## src/rtl/tree_ensemble_pkg.sv

```systemverilog
// Shared types, node-word layout and width helpers for the tree ensemble evaluator.
package tree_ensemble_pkg;

  typedef enum logic [1:0] {
    S_IDLE = 2'd0,
    S_WALK = 2'd1,
    S_DONE = 2'd2
  } state_e;

  // Ceiling log2, never below 1 so every derived vector has at least one bit.
  function automatic int clog2_min1(input int n);
    int r;
    r = 1;
    while ((1 << r) < n) r++;
    return r;
  endfunction

  function automatic int feat_w(input int n_feat);
    return clog2_min1(n_feat);
  endfunction

  function automatic int child_w(input int nodes_per_tree);
    return clog2_min1(nodes_per_tree);
  endfunction

  function automatic int addr_w(input int n_trees, input int nodes_per_tree);
    return clog2_min1(n_trees * nodes_per_tree);
  endfunction

  function automatic int node_w(input int n_feat, input int nodes_per_tree);
    return 2 + feat_w(n_feat) + 2 * child_w(nodes_per_tree);
  endfunction

  function automatic int vote_w(input int n_trees);
    return clog2_min1(n_trees + 1);
  endfunction

  function automatic int tree_w(input int n_trees);
    return clog2_min1(n_trees);
  endfunction

  function automatic int depth_w(input int max_depth);
    return clog2_min1(max_depth + 1);
  endfunction

  // Node word is {leaf, value, feat, hi_child, lo_child}, MSB first.
  function automatic int lo_lsb();
    return 0;
  endfunction

  function automatic int hi_lsb(input int cw);
    return cw;
  endfunction

  function automatic int feat_lsb(input int cw);
    return 2 * cw;
  endfunction

  function automatic int value_bit(input int fw, input int cw);
    return 2 * cw + fw;
  endfunction

  function automatic int leaf_bit(input int fw, input int cw);
    return 2 * cw + fw + 1;
  endfunction

endpackage

```

## src/rtl/tree_ensemble_eval_tree_node_step.sv

```systemverilog
// Combinational decode of one node word: leaf flag, leaf value and the child to follow.
module tree_node_step
  import tree_ensemble_pkg::*;
#(
  parameter int N_FEAT         = 51,
  parameter int NODES_PER_TREE = 32
) (
  input  logic [node_w(N_FEAT, NODES_PER_TREE)-1:0] node_i,
  input  logic [N_FEAT-1:0]                         feat_i,
  output logic [child_w(NODES_PER_TREE)-1:0]        next_o,
  output logic                                      leaf_o,
  output logic                                      value_o
);

  localparam int FEAT_W  = feat_w(N_FEAT);
  localparam int CHILD_W = child_w(NODES_PER_TREE);
  localparam int FEXT_W  = 1 << FEAT_W;

  logic [FEAT_W-1:0] feat_idx;
  logic [FEXT_W-1:0] feat_ext;

  // Zero-padding to the full index range makes any feat >= N_FEAT read as 0.
  assign feat_ext = FEXT_W'(feat_i);
  assign feat_idx = node_i[feat_lsb(CHILD_W) +: FEAT_W];
  assign leaf_o   = node_i[leaf_bit(FEAT_W, CHILD_W)];
  assign value_o  = node_i[value_bit(FEAT_W, CHILD_W)];
  assign next_o   = feat_ext[feat_idx] ? node_i[hi_lsb(CHILD_W) +: CHILD_W]
                                       : node_i[lo_lsb() +: CHILD_W];

endmodule

```

## src/rtl/tree_ensemble_eval.sv

```systemverilog
// Walks every tree of a binary decision-tree ensemble, one node per cycle, and reports the majority vote.
module tree_ensemble_eval
  import tree_ensemble_pkg::*;
#(
  parameter int N_FEAT         = 51,
  parameter int N_TREES        = 4,
  parameter int NODES_PER_TREE = 32,
  parameter int MAX_DEPTH      = 8
) (
  input  logic                                        clk,
  input  logic                                        rst_n,
  input  logic                                        in_valid,
  output logic                                        in_ready,
  input  logic [N_FEAT-1:0]                           in_feat,
  output logic                                        out_valid,
  input  logic                                        out_ready,
  output logic                                        out_class,
  output logic [vote_w(N_TREES)-1:0]                  out_votes,
  output logic                                        out_err,
  input  logic                                        cfg_we,
  input  logic [addr_w(N_TREES, NODES_PER_TREE)-1:0]  cfg_addr,
  input  logic [node_w(N_FEAT, NODES_PER_TREE)-1:0]   cfg_data,
  output logic                                        cfg_ready
);

  localparam int CHILD_W = child_w(NODES_PER_TREE);
  localparam int ADDR_W  = addr_w(N_TREES, NODES_PER_TREE);
  localparam int NODE_W  = node_w(N_FEAT, NODES_PER_TREE);
  localparam int VOTE_W  = vote_w(N_TREES);
  localparam int TREE_W  = tree_w(N_TREES);
  localparam int DEPTH_W = depth_w(MAX_DEPTH);
  localparam int TOTAL   = N_TREES * NODES_PER_TREE;
  localparam logic [ADDR_W:0]   TOTAL_A    = (ADDR_W + 1)'(TOTAL);
  localparam logic [NODE_W-1:0] RESET_WORD = NODE_W'(1) << leaf_bit(feat_w(N_FEAT), CHILD_W);

  function automatic logic majority(input logic [VOTE_W-1:0] v);
    logic [VOTE_W:0] dbl;
    dbl = {v, 1'b0};
    return dbl > (VOTE_W + 1)'(N_TREES);
  endfunction

  state_e              state_q, state_d;
  logic [N_FEAT-1:0]   feat_q, feat_d;
  logic [TREE_W-1:0]   tree_q, tree_d;
  logic [CHILD_W-1:0]  node_q, node_d;
  logic [DEPTH_W-1:0]  depth_q, depth_d;
  logic [VOTE_W-1:0]   votes_q, votes_d;
  logic                err_q, err_d;
  logic                oclass_q, oclass_d;
  logic [VOTE_W-1:0]   ovotes_q, ovotes_d;
  logic                oerr_q, oerr_d;
  logic [NODE_W-1:0]   table_q [TOTAL];

  logic [ADDR_W-1:0]   rd_addr;
  logic [CHILD_W-1:0]  step_next;
  logic                step_leaf, step_value;
  logic                resolved, addr_ok, tbl_we;

  // Node slots per tree is a power of two, so the flat address is just {tree, node}.
  assign rd_addr = ADDR_W'({tree_q, node_q});
  assign addr_ok = ({1'b0, cfg_addr} < TOTAL_A);
  assign tbl_we  = cfg_we & cfg_ready & addr_ok;

  tree_node_step #(
    .N_FEAT         (N_FEAT),
    .NODES_PER_TREE (NODES_PER_TREE)
  ) u_step (
    .node_i  (table_q[rd_addr]),
    .feat_i  (feat_q),
    .next_o  (step_next),
    .leaf_o  (step_leaf),
    .value_o (step_value)
  );

  always_comb begin
    state_d   = state_q;
    feat_d    = feat_q;
    tree_d    = tree_q;
    node_d    = node_q;
    depth_d   = depth_q;
    votes_d   = votes_q;
    err_d     = err_q;
    oclass_d  = oclass_q;
    ovotes_d  = ovotes_q;
    oerr_d    = oerr_q;
    in_ready  = 1'b0;
    cfg_ready = 1'b0;
    out_valid = 1'b0;
    resolved  = 1'b0;
    unique case (state_q)
      S_IDLE: begin
        in_ready  = 1'b1;
        cfg_ready = ~in_valid;
        if (in_valid) begin
          state_d = S_WALK;
          feat_d  = in_feat;
          tree_d  = '0;
          node_d  = '0;
          depth_d = '0;
          votes_d = '0;
          err_d   = 1'b0;
        end
      end
      S_WALK: begin
        if (step_leaf) begin
          votes_d  = votes_q + VOTE_W'(step_value);
          resolved = 1'b1;
        end else if (depth_q == DEPTH_W'(MAX_DEPTH - 1)) begin
          // This visit is the last one allowed: the tree times out and votes 0.
          err_d    = 1'b1;
          resolved = 1'b1;
        end else begin
          node_d  = step_next;
          depth_d = depth_q + 1'b1;
        end
        if (resolved) begin
          node_d  = '0;
          depth_d = '0;
          if (tree_q == TREE_W'(N_TREES - 1)) begin
            state_d  = S_DONE;
            oclass_d = majority(votes_d);
            ovotes_d = votes_d;
            oerr_d   = err_d;
          end else begin
            tree_d = tree_q + 1'b1;
          end
        end
      end
      S_DONE: begin
        out_valid = 1'b1;
        if (out_ready) state_d = S_IDLE;
      end
      default: state_d = S_IDLE;
    endcase
  end

  always_ff @(posedge clk) begin
    if (!rst_n) begin
      state_q  <= S_IDLE;
      oclass_q <= 1'b0;
      ovotes_q <= '0;
      oerr_q   <= 1'b0;
    end else begin
      state_q  <= state_d;
      oclass_q <= oclass_d;
      ovotes_q <= ovotes_d;
      oerr_q   <= oerr_d;
    end
  end

  always_ff @(posedge clk) begin
    feat_q  <= feat_d;
    tree_q  <= tree_d;
    node_q  <= node_d;
    depth_q <= depth_d;
    votes_q <= votes_d;
    err_q   <= err_d;
  end

  always_ff @(posedge clk) begin
    if (!rst_n) begin
      for (int i = 0; i < TOTAL; i++) table_q[i] <= RESET_WORD;
    end else if (tbl_we) begin
      table_q[cfg_addr] <= cfg_data;
    end
  end

  assign out_class = oclass_q;
  assign out_votes = ovotes_q;
  assign out_err   = oerr_q;

endmodule
```

## config.mk

```make
export PLATFORM = sky130hd
export DESIGN_NAME = tree_ensemble_eval
export DESIGN_NICKNAME = d
export VERILOG_FILES = /design/src/rtl/tree_ensemble_pkg.sv /design/src/rtl/tree_ensemble_eval_tree_node_step.sv /design/src/rtl/tree_ensemble_eval.sv
export SDC_FILE = /design/constraint.sdc
export NUM_CORES = 2
export LEC_CHECK = 0
export CAP_MARGIN = 20
export CELL_PAD_IN_SITES_DETAIL_PLACEMENT = 0
export CELL_PAD_IN_SITES_GLOBAL_PLACEMENT = 2
export CORE_MARGIN = 2
export CORE_UTILIZATION = 48
export DETAILED_ROUTE_END_ITERATION = 10
export PLACE_DENSITY = 0.88
export SLEW_MARGIN = 40
export SYNTH_ARGS = -nofsm -noshare
export SYNTH_HDL_FRONTEND = slang
export SYNTH_SLANG_ARGS = --single-unit
export TNS_END_PERCENT = 20
```

## constraint.sdc

```tcl
create_clock -name clk -period 6.7 [get_ports clk]
set_input_delay 0.67 -clock clk [delete_from_list [all_inputs] [get_ports clk]]
set_output_delay 0.67 -clock clk [all_outputs]
set_load 0.01 [all_outputs]
```

==> key figures <==
Finish
  – Synthesis-to-finish area growth: 12.01%
  – Nets: 6924
  – Final core occ: around 54%
  – Layout cells sized above 1: 21.32%
  – Post-Layout Inst Area: 0.1217 mm²

STA
  – Final Hold Vio Count: 0
  – Final Cycle Share: 82.00%
  – Final min period: 5494 ps
  – Fin Setup TNS: 0 ps
  – Final setup violation count: 0
  – Fin. max-slew vios: 0
  – Layout Skew: ~64 ps
  – RSZ-0062 raised after global routing: false
  – Worst Tran Pin Value: between 900 and 1000 ps
  – Fin worst setup slack: 1206 ps
  – Slew margin rel.: 37.06%
  – Max Freq: 0.1820 GHz

Synthesis
  – Netlist cell types: 66
  – Most common cell in the netlist: edfxtp_1
  – Cells after Synth: between 6k and 7k
  – Post-synth EDFFs: 2370
  – Syn Nets: ~6.9k
  – Post-synth top cells: 2370 x edfxtp_1, 2187 x and2_1, 627 x mux4_2, 525 x clkbuf_1, 185 x mux2i_1
  – Share of the synthesized area in the top cell type: 65.52%
  – Synthesized area: around 0.11 mm²
  – Yosys warning count: 0
  – Top_reg_cell synth: edfxtp_1
  – Async SR Flop Fraction: 0%
  – Avg Inst Size Synth: 15.83 µm²
  – Cell taking the most area after synthesis: edfxtp_1
  – Synth top area cells: edfxtp_1 66%, mux4_2 13%, and2_1 13%, clkbuf_1 1.8%, mux2i_1 1.7%
  – #FFs+latches synth: 2377
  – Sequential share of the synthesized area: 65.65%

Detailed routing
  – Via Count: around 61k
  – Drt initial violations: 8203
  – # DRC: 0
  – TritonRoute pass-1 iters: 6
  – Vias/cell: a little over 6
  – Drt wl/cell: approximately 31 µm
  – ANT nets after route: 0
  – DRT Wirelength: about 310000 µm

Status
  – Outcome: finished, final reports clean

Critical path
  – CP endpoint kind: register
  – Setup CP Type: reg2reg
  – CP Launch Type: register
  – CP Max Fanout: 35
  – Critical Path AT: 6140 ps
  – Data required, critical path: 7340 ps

Floorplan
  – Initial Util: around half
  – CORE AREA: about 0.22 mm²
  – Full die area: 0.2301 mm²
  – Rows: 174
  – IO Count: 89
  – Die Width: around 480 µm
  – Die Y: 479.7 µm

Power and ir drop
  – P_int: 25500 µW
  – Psw: approximately 8400 µW
  – Power per cell area: 278.6 mW/mm²
  – Max VDD drop: 0.2834 mV
  – Logic pwr share: about 11%
  – Seq pwr share: 50.1%
  – P_leak: 0.04231 µW
  – Clock group share of total power: roughly two fifths
  – Switching Share: 24.76%

CTS
  – # resized after CTS: 0
  – Root buffer cell: clkbuf_16
  – Buffer levels on the longest clock path: 3
  – TritonCTS Buffers: ~240
  – # clock sinks: 2377
  – CTS tree: yes
  – CTS H-tree depth: 4
  – Hold buffers post-CTS: 0
  – Clk_lat worst skew: 900 ps
  – Setup Buffers After CTS: 0
  – Clock slew seen by the registers of the worst setup and hold paths: 60 ps

GRT
  – Initial antenna violation count: 18
  – GRT Total Usage: 27.06%
  – Largest net degree at the start of global routing: between 100 and 150
  – Final global-route overflow total: 0
  – First-pass GRT wire length: 447600 µm
  – Number of global-route vias before repair: approximately 60k

Place
  – DP Wirelength: a little under 200000 µm
  – Pre-CTS WS: roughly 1300 ps
  – I/O Buffers: 88
  – GP Congestion: approximately 0.90
  – Placed Area: 0.1138 mm²

Flow run
  – Max-cap violations: 0

Worst hold path
  – Worst Hold Class: in2reg
[cell type report]
cell class | instances | area [µm²]
timing repair buffer | 400 | 3530
multi-input combinational | 3813 | 35410
antenna | 10 | 25.02
clock buffer | 299 | 6227
fill | 17404 | 103200
tap | 2992 | 3744
inverter | 8 | 35.03
sequential | 2377 | 71310
clock inverter | 140 | 1385
[sequential cells by signal (all words and copies together), names as in the netlist]
name	cells
depth_q	4
err_q	1
feat_q	51
node_q	5
out_class	1
out_err	1
out_votes	3
state_q	2
table_q	2304
tree_q	2
votes_q	3
[power by group through the flow]
stage               Sequential, µW  Clock (µW)  Combinational, µW
floorplan                    17200           0               2240
global placement             17300           0               3690
detailed placement           17300           0               3730
CTS                          17000       13300               3740
global route                 17000       13800               3880
finish                       17000       13100               3770
[worst paths after layout]
| kind | start | end | slack (ps) | cells past startpoint |
|---|---|---|---|---|
| setup / recovery | node_q[2] | node_q[1] | 1210 | 16 |
| hold / removal | rst_n | out_votes[2] | 280 | 2 |
| setup reg to reg | node_q[2] | node_q[1] | 1210 | 16 |
| hold reg to reg | out_votes[0] | out_votes[0] | 500 | 2 |
[logic make-up after synthesis]
family | synth area share (%)
AO/OA/AOI/OAI | 1.891
XOR/XNOR | 0.02419
adder cells (fa/ha/maj) | 0.04608
buffers and inverters | 2.690
flip-flops | 65.65
multiplexers | 15.03
AND/OR/NAND/NOR | 14.67
[critical path, stage by stage, from the launching register on]
cell       delay [ps]
edfxtp_1          570
buf_12            300
buf_4             460
buf_4             350
mux2i_1           260
a22oi_1           120
a21oi_1           180
a211oi_1          110
a32oi_2           570
o31ai_4           300
buf_6             240
mux2i_1           120
and3_1            170
a2111oi_0         620
nor4_2            210
buf_4             220
o311a_1           330
[per-stage QoR]
step	hold WS (ps)	power (µW)	cells
2_1_floorplan	520.2	19470	6862
3_3_place_gp	495.0	20960	9577
3_5_place_dp	493.6	21020	9581
4_1_cts	218.4	33970	10020
5_1_grt	260.3	34690	10032
6_report	279.5	33900	10039
[routing by layer]
metal | vias up | wire length, µm | global-route usage (%) | part of all wire [%]
met4 | 4 | 11370 | 9.218 | 3.6
met1 | 32108 | 123100 | 38.08 | 39
met3 | 491 | 28520 | 4.463 | 9.1
met5 | - | 28 | 0 | 0.0089
li1 | 25480 | - | - | -
met2 | 3220 | 149900 | 43.07 | 48
[cell usage in the layout, fill, tap and decap left out, types with 8 or more instances in the layout]
cell,Yosys,layout
edfxtp_1,2370,2370
and2_1,2187,2184
mux4_2,627,627
buf_4,33,297
clkbuf_16,0,240
mux2i_1,185,185
nor2_1,176,143
or3_1,129,129
o21ai_2,1,92
clkdlybuf4s50_1,0,69
clkbuf_1,525,59
clkinv_1,0,58
a22oi_1,53,53
nand2_1,64,51
clkinv_2,0,43
o21ai_4,0,30
a21oi_1,27,27
nor2_4,0,24
nor2b_1,25,22
mux2_2,21,21
buf_12,2,21
o21ai_0,148,20
bufinv_16,0,19
nand3_1,25,18
o22ai_1,16,16
a221oi_1,16,16
o21ai_1,5,12
nor2_2,3,12
diode_2,0,10
nand2b_1,10,10
a211oi_1,10,10
clkinv_16,0,9
buf_6,20,8
(Power assumes the default switching activity.)
